**src/rtl/bus_arbiter_if.sv**
```systemverilog
// Bus arbiter handshake bundle: active-low request/grant pairs for four masters
// plus the registered owner index and idle flag that steer the bus multiplexer.
interface bus_arbiter_if;
  logic       M0BusReq_;
  logic       M1BusReq_;
  logic       M2BusReq_;
  logic       M3BusReq_;
  logic       M0BusGrnt_;
  logic       M1BusGrnt_;
  logic       M2BusGrnt_;
  logic       M3BusGrnt_;
  logic [1:0] BusOwner;
  logic       BusIdle;

  // Arbiter side.
  modport slave (
    input  M0BusReq_, M1BusReq_, M2BusReq_, M3BusReq_,
    output M0BusGrnt_, M1BusGrnt_, M2BusGrnt_, M3BusGrnt_, BusOwner, BusIdle
  );

  // Requesting masters' side.
  modport master (
    output M0BusReq_, M1BusReq_, M2BusReq_, M3BusReq_,
    input  M0BusGrnt_, M1BusGrnt_, M2BusGrnt_, M3BusGrnt_, BusOwner, BusIdle
  );
endinterface

```
**src/rtl/bus_arbiter.sv**
```systemverilog
// Four-master bus arbiter. Grants are registered, held while the owner keeps
// requesting (no pre-emption) and handed off to the next requester with no
// bubble cycle. Selection is fixed priority M0 > M1 > M2 > M3 by default;
// defining BUS_ARB_RR_EN switches to round-robin starting after LastOwner.
module bus_arbiter #(
  parameter int unsigned IDLE_OWNER = 0
) (
  input logic         clk,
  input logic         reset,
  bus_arbiter_if.slave bus
);

  localparam logic [1:0] IdleOwner = 2'(IDLE_OWNER);

  typedef enum logic [0:0] {StIdle, StOwned} state_e;

  state_e     state_q, state_d;
  logic [3:0] grant_q, grant_d;        // active-high internally
  logic [1:0] bus_owner_q, bus_owner_d;
  logic       bus_idle_q, bus_idle_d;
  logic [1:0] last_owner_q, last_owner_d;

  logic [3:0] req;
  logic [3:0] cand;
  logic [1:0] start;
  logic [1:0] winner;

  // First requester in cand, searching upward from start and wrapping 3 -> 0.
  function automatic logic [1:0] pick(input logic [3:0] c, input logic [1:0] s);
    logic [1:0] win;
    logic [1:0] idx;
    logic       found;
    win   = s;
    found = 1'b0;
    for (int i = 0; i < 4; i++) begin
      idx = s + 2'(i);
      if (!found && c[idx]) begin
        win   = idx;
        found = 1'b1;
      end
    end
    return win;
  endfunction

  assign req = ~{bus.M3BusReq_, bus.M2BusReq_, bus.M1BusReq_, bus.M0BusReq_};

  // Candidate set, search origin and winner for this edge.
  always_comb begin
    cand = req;
    if (state_q == StOwned) begin
      // The old owner never wins the handoff it is releasing.
      cand[bus_owner_q] = 1'b0;
    end
`ifdef BUS_ARB_RR_EN
    start = last_owner_q + 2'd1;
`else
    start = 2'd0;
`endif
    winner = pick(cand, start);
  end

  // Next-state and registered-output logic.
  always_comb begin
    state_d      = state_q;
    grant_d      = grant_q;
    bus_owner_d  = bus_owner_q;
    bus_idle_d   = bus_idle_q;
    last_owner_d = last_owner_q;
    unique case (state_q)
      StIdle: begin
        if (|cand) begin
          state_d      = StOwned;
          grant_d      = 4'b0001 << winner;
          bus_owner_d  = winner;
          bus_idle_d   = 1'b0;
          last_owner_d = winner;
        end
      end
      StOwned: begin
        if (!req[bus_owner_q]) begin
          if (|cand) begin
            grant_d      = 4'b0001 << winner;
            bus_owner_d  = winner;
            last_owner_d = winner;
          end else begin
            state_d     = StIdle;
            grant_d     = 4'b0000;
            bus_owner_d = IdleOwner;
            bus_idle_d  = 1'b1;
          end
        end
      end
      default: begin
        state_d     = StIdle;
        grant_d     = 4'b0000;
        bus_owner_d = IdleOwner;
        bus_idle_d  = 1'b1;
      end
    endcase
  end

  // State registers; reset drops any grant immediately.
  always_ff @(posedge clk or posedge reset) begin
    if (reset) begin
      state_q      <= StIdle;
      grant_q      <= 4'b0000;
      bus_owner_q  <= IdleOwner;
      bus_idle_q   <= 1'b1;
      last_owner_q <= 2'd3;
    end else begin
      state_q      <= state_d;
      grant_q      <= grant_d;
      bus_owner_q  <= bus_owner_d;
      bus_idle_q   <= bus_idle_d;
      last_owner_q <= last_owner_d;
    end
  end

  assign bus.M0BusGrnt_ = ~grant_q[0];
  assign bus.M1BusGrnt_ = ~grant_q[1];
  assign bus.M2BusGrnt_ = ~grant_q[2];
  assign bus.M3BusGrnt_ = ~grant_q[3];
  assign bus.BusOwner   = bus_owner_q;
  assign bus.BusIdle    = bus_idle_q;

endmodule

```
**src/flat_wrapper.sv**
```systemverilog
// flat-port wrapper written by rule: the top's interface ports become plain ports
module bus_arbiter_flat 
#(
  parameter int unsigned IDLE_OWNER = 0
)
  (clk, reset, bus_M0BusReq_, bus_M1BusReq_, bus_M2BusReq_, bus_M3BusReq_, bus_M0BusGrnt_, bus_M1BusGrnt_, bus_M2BusGrnt_, bus_M3BusGrnt_, bus_BusOwner, bus_BusIdle);
  bus_arbiter_if bus_i ();
  input logic clk;
  input logic reset;
  input wire logic [$bits(bus_i.M0BusReq_)-1:0] bus_M0BusReq_;
  input wire logic [$bits(bus_i.M1BusReq_)-1:0] bus_M1BusReq_;
  input wire logic [$bits(bus_i.M2BusReq_)-1:0] bus_M2BusReq_;
  input wire logic [$bits(bus_i.M3BusReq_)-1:0] bus_M3BusReq_;
  output wire logic [$bits(bus_i.M0BusGrnt_)-1:0] bus_M0BusGrnt_;
  output wire logic [$bits(bus_i.M1BusGrnt_)-1:0] bus_M1BusGrnt_;
  output wire logic [$bits(bus_i.M2BusGrnt_)-1:0] bus_M2BusGrnt_;
  output wire logic [$bits(bus_i.M3BusGrnt_)-1:0] bus_M3BusGrnt_;
  output wire logic [$bits(bus_i.BusOwner)-1:0] bus_BusOwner;
  output wire logic [$bits(bus_i.BusIdle)-1:0] bus_BusIdle;
  assign bus_i.M0BusReq_ = bus_M0BusReq_;
  assign bus_i.M1BusReq_ = bus_M1BusReq_;
  assign bus_i.M2BusReq_ = bus_M2BusReq_;
  assign bus_i.M3BusReq_ = bus_M3BusReq_;
  assign bus_M0BusGrnt_ = bus_i.M0BusGrnt_;
  assign bus_M1BusGrnt_ = bus_i.M1BusGrnt_;
  assign bus_M2BusGrnt_ = bus_i.M2BusGrnt_;
  assign bus_M3BusGrnt_ = bus_i.M3BusGrnt_;
  assign bus_BusOwner = bus_i.BusOwner;
  assign bus_BusIdle = bus_i.BusIdle;
  bus_arbiter #(.IDLE_OWNER(IDLE_OWNER)) u_core (.clk(clk), .reset(reset), .bus(bus_i));
endmodule
```
**config.mk**
```make
export PLATFORM = sky130hd
export DESIGN_NAME = bus_arbiter_flat
export DESIGN_NICKNAME = d
export VERILOG_FILES = /design/src/rtl/bus_arbiter_if.sv /design/src/rtl/bus_arbiter.sv /design/src/flat_wrapper.sv
export SDC_FILE = /design/constraint.sdc
export NUM_CORES = 1
export LEC_CHECK = 0
export BUFFER_PORTS_ARGS = -buffer_cell sky130_fd_sc_hd__buf_2
export CELL_PAD_IN_SITES_DETAIL_PLACEMENT = 0
export CELL_PAD_IN_SITES_GLOBAL_PLACEMENT = 1
export CORE_UTILIZATION = 30
export DETAILED_ROUTE_END_ITERATION = 16
export PLACE_DENSITY = 0.62
export SYNTH_ARGS = -nofsm -noshare
export SYNTH_HDL_FRONTEND = slang
export SYNTH_SLANG_ARGS = --single-unit
export TNS_END_PERCENT = 5
```
**constraint.sdc**
```tcl
create_clock -name clk -period 4.8 [get_ports clk]
set_clock_uncertainty 0.2 [all_clocks]
set_input_delay 0.72 -clock clk [delete_from_list [all_inputs] [get_ports clk]]
set_output_delay 0.72 -clock clk [all_outputs]
set_load 0.05 [all_outputs]
```
* Word level (Yosys, flattened, before mapping)
Cells that the tools add are included.
Word-level totals: bits in registers 8, word-level logic and storage cells 54, bits of input ports 6, output and inout bits 7
Operators by class: shifts and indexed selects 1, $lt $le $gt $ge 2, eq/ne operators 3, bitwise operators 8, mux-type cells 26, reduce and logical (&&, ||, !) cells 10
Operator list (number):
- two-way mux 4 bit | 4
- two-way mux 1 bit | 11
- two-way mux 2 bit | 5
- NOT 4 bit | 2
- one-hot mux 4 bit (2 select lines) | 1
- NOT 1 bit | 5
- bitwise AND 4 bit | 1
- logical AND 1 bit | 4
- inequality test 2 bit (second input constant) | 2
- one-hot mux 1 bit (2 select lines) | 2
- one-hot mux 2 bit (2 select lines) | 1
- OR reduction 4 bit | 1
- left shift 1 x 2 -> 4 bit (first input constant) | 1
- zero test 1 bit | 3
- < comparator 2 x 3 -> 1 bit (second input constant) | 1
- AND reduction 3 bit | 1
- binary-select mux 1 bit (select 2 bit) | 1
- demux 1 bit (select 2 bit) | 1
- >= comparator 2 x 1 -> 1 bit (second input constant) | 1
- inequality test 2 x 1 -> 1 bit (second input constant) | 1
- AND reduction 2 bit | 1

* Logic depth before layout (Yosys ltp)
depth after elaboration 21, mapped depth 5, gate-level depth less buffers 4

* Least setup slack after synthesis
No wires, ideal clock.
kind reg2reg, start reg u_core.bus_owner_q[0] (netlist: u_core.bus.BusOwner[0]), end reg u_core.bus_owner_q[1] (netlist: u_core.bus.BusOwner[1]), setup time 125 ps, path buffers 1, clock period less this slack 2280 ps, path slack 2520 ps, stages on the path, launching flop included 5, data required time 4475 ps, arrival time 1956 ps, cell sequence dfrtp_1 > buf_6 > mux4_2 > mux2i_2 > mux2_2
Between the ends: longest elaborated chain between the ends 20, elaborated cells between the ends (all ways) 29, those cells by class order compare: 2; eq/ne: 2; mux: 14; bitwise: 2; reduce/logical: 9
Ends and longest elaborated chain:
- start: declaration | line bus_arbiter.sv:19 | logic [1:0] bus_owner_q, bus_owner_d;
- start signal: assignment | line bus_arbiter.sv:107 | bus_owner_q <= IdleOwner;
- start signal: assignment | line bus_arbiter.sv:113 | bus_owner_q <= bus_owner_d;
- < comparator 2 x 3 -> 1 bit (not written as such) / >= comparator 2 x 1 -> 1 bit (equally long branches) | line bus_arbiter.sv:52 | cand[bus_owner_q] = 1'b0;
- logical AND 1 bit (not written as such) | line bus_arbiter.sv:52
- two-way mux 1 bit (not written as such) | line bus_arbiter.sv:52
- demux 1 bit (select 2 bit)
- NOT 4 bit (no line)
- bitwise AND 4 bit (no line)
- two-way mux 4 bit | line bus_arbiter.sv:50 | if (state_q == StOwned) begin
- two-way mux 1 bit | line bus_arbiter.sv:37 | if (!found && c[idx]) begin
- [... 4 more ...]
- logical AND 1 bit | line bus_arbiter.sv:37
- two-way mux 1 bit | line bus_arbiter.sv:37
- zero test 1 bit | line bus_arbiter.sv:37
- logical AND 1 bit | line bus_arbiter.sv:37
- two-way mux 2 bit | line bus_arbiter.sv:37
- two-way mux 2 bit | line bus_arbiter.sv:81 | if (|cand) begin
- two-way mux 2 bit | line bus_arbiter.sv:80 | if (!req[bus_owner_q]) begin
- one-hot mux 2 bit (2 select lines) | line bus_arbiter.sv:69 | unique case (state_q)
Parallel ways exist; a longest one is shown, timed or not. The select of a mux whose other input is x is not followed. A chain may end at the register's enable or synchronous reset.

* Worst setup path after layout
start reg u_core.bus_owner_q[0] (netlist: u_core.bus.BusOwner[0]), end reg u_core.bus_owner_q[0] (netlist: u_core.bus.BusOwner[0])
Same word-level chain as after synthesis.

==> results.md <==
- Initial antenna violation count: 0
- CP max-delay cell: dfrtp_1
- GR Util All Layers: 13.8%
- Top FF cell, synth: dfrtp_1
- Crit path kind: register to register
- Final worst slack: 2.63 ns
- P_leak: 0.311 nW
- Most frequent cells in the layout: 12 x buf_2, 10 x inv_1, 7 x dfrtp_1
- Final Setup Violations: 0
- Slew of the pin with the lowest slew margin: about 0.50 ns
- GR Layer Usage met3: under 10%
- Post-synthesis cell count: 62
- Status: complete, no violations
- Die Area: about 2200 um^2
- Syn Area/Cell: about 9.5 um^2
- Slew HR: between 60% and 70%
- Share of cells above drive strength 1: a little under a third
- N_diodes: 0
- Worst Path Arrival: about 2.1 ns
- Most common cell after layout, fill and taps aside: buf_2
- Worst Setup SP: u_core.bus.BusOwner[0]
- CTS tree: yes
- Pre-CTS setup slack: ~2.4 ns
- Worst hold margin: ~0.19 ns
- Crit Path Max Fanout: 13
- Critical Path Source Type: register
- Vias: approximately 500
- Setup Buffers After CTS: 0
- Row count: 15
- Initial Util: between 30% and 40%
- Tmin final: between 2 and 2.5 ns
- Ys async rst share: 100%
- Total power: between 400 and 500 uW
- # hold bufs at CTS: 0
- Post-synth top area share: between 20% and 30%
- Via/cell ratio: about 5.2
- Area contributors post-synth: dfrtp_1 30%, inv_1 6.4%, mux2_2 5.7%
- Synth cell types: 33
- Synth area leader: dfrtp_1
- Die width: between 40 and 50 um
- Final net count: 80
- Crit-path cells: mux2_2, a311oi_2, nor2_1, o311a_1
- Pin count of the biggest net entering global routing: 14
- Peak VDD IR: around 0.27 mV
- Post-route ant nets: 0
- DR DRC count: 0
- Synthesized area: approximately 590 um^2
- Data required, critical path: between 4 and 5 ns
- Crit. End Element: register
- HPWL Detailed: 943 um
- Total grt overflow: 0
- Placed Area: 651 um^2
- Vias in the first global route: between 400 and 500
- Number of port buffers: 12
- Busiest grt layer: met2
- Mapped Nets: 68
- First-pass DRT Iterations: 2
- Fillers: slightly above 200
- H-tree levels: 1
- Final instance area: slightly below 700 um^2
- Fin. Hold Viols: 0
- Pins Over Slew Limit: 0
- CTS buffer count: 3
- Clock Pin Slew Worst Setup and Hold Paths: 0.07 ns
- GR Layer Usage met2: 20.6%
- Setup TNS: 0 ns
- Root buffer cell: clkbuf_4
- Placed insts: 94
- Post-Layout Cell Count: 98
- Reg-to-Reg Start: u_core.bus.BusOwner[0]
- Clock Latency Late Sink: 0.27 ns
- # resized after CTS: 0
- Fmax: 0.461 GHz
- Met1 usage: 17.4%
- Hold Path Class: input pin to asynchronous set/reset pin
- Die height: 46.4 um
- Global-route wire length before repair: ~2.1 mm
- Multi-input gate area: 320 um^2
- Final Util: between 30% and 40%
- Post-synth EDFFs: 0
- Synth-to-Final Area Change: 14.6%
- Pwr Density: about 680 nW/um^2
- Gpl congestion: 0.744
- RSZ-0062 raised after global routing: no
- Synthesized flop and latch total: 8
- Ys Warns: 0
- Register area share after synthesis: roughly 34%
- Initial drt markers: 3
- CORE AREA: around 1800 um^2
- Seq. cell area: between 200 and 250 um^2
- Max cap viols: 0
- Crit share post-route: between 40% and 50%
- DR WL/cell: between 10 and 15 um
- Critical Path Max Stage Delay: between 0.5 and 0.6 ns
- Clk buf depth: 2
- Clock sinks: 8
- I/O pin count: 13
- DRT Wirelength: approximately 1.3 mm
[cell families (layout without fill, tap and decap cells)]
| kind of cell | Yosys count | in the layout | synth area share [%] |
|---|---|---|---|
| buffers and inverters | 15 | 26 | 11.7 |
| and+or+nand+nor | 13 | 13 | 12.5 |
| AOI/OAI and AO/OA | 18 | 18 | 24.6 |
| DFF | 8 | 8 | 34.1 |
| muxes | 8 | 8 | 17.2 |
[state kept, by name (all words and copies together) (netlist names)]
signal               cells
u_core.grant_q           4
u_core.state_q           1
u_core.bus.BusOwner      2
u_core.bus.BusIdle       1
[per-layer routing]
layer  vias up  wire (um)
met1       241        627
met5         -          0
met4         0         17
li1        253          -
met2        15        602
met3         2         60
[where the power goes]
part	internal, mW	switching (mW)
logic	0.0971	0.171
clock network	0.0319	0.0252
registers	0.0976	0.0372
total	0.227	0.234
[synth_stat cells (2+ instances only)]
| cell type | count |
|---|---|
| o21ai_0 | 2 |
| nor2_1 | 3 |
| buf_2 | 4 |
| o22ai_1 | 2 |
| inv_1 | 10 |
| mux2i_1 | 2 |
| o31ai_1 | 2 |
| nand2_1 | 2 |
| a21oi_1 | 2 |
| mux2_2 | 3 |
| dfrtp_1 | 7 |
| nand2b_1 | 2 |
[worst paths after layout]
path	end	slack, ns	cells past startpoint
worst max-delay path	u_core.bus.BusOwner[0]	2.63	4
worst min-delay path	u_core.bus.BusOwner[1]	0.19	2
worst max register to register	u_core.bus.BusOwner[0]	2.63	4
worst min register to register	u_core.grant_q[2]	0.29	2
max in group asynchronous	u_core.bus.BusIdle	3.91	2
min in group clk	u_core.grant_q[2]	0.29	2
[critical path, delay by kind of cell (launching register included)]
family / cells / cell delay [ns]
AO/OA/AOI/OAI: 2 / 0.74
flip-flops: 1 / 0.59
multiplexers: 1 / 0.41
AND/OR/NAND/NOR: 1 / 0.11
[final cells by class]
cell class              count  share of cell area (%)
multi-input cells          39                    47.3
flip-flops and latches      8                    29.8
repair buffers             12                    8.87
inverters                  10                    5.55
well taps                  25                    4.62
clock buffers               4                    3.88
(Power assumes the default switching activity.)
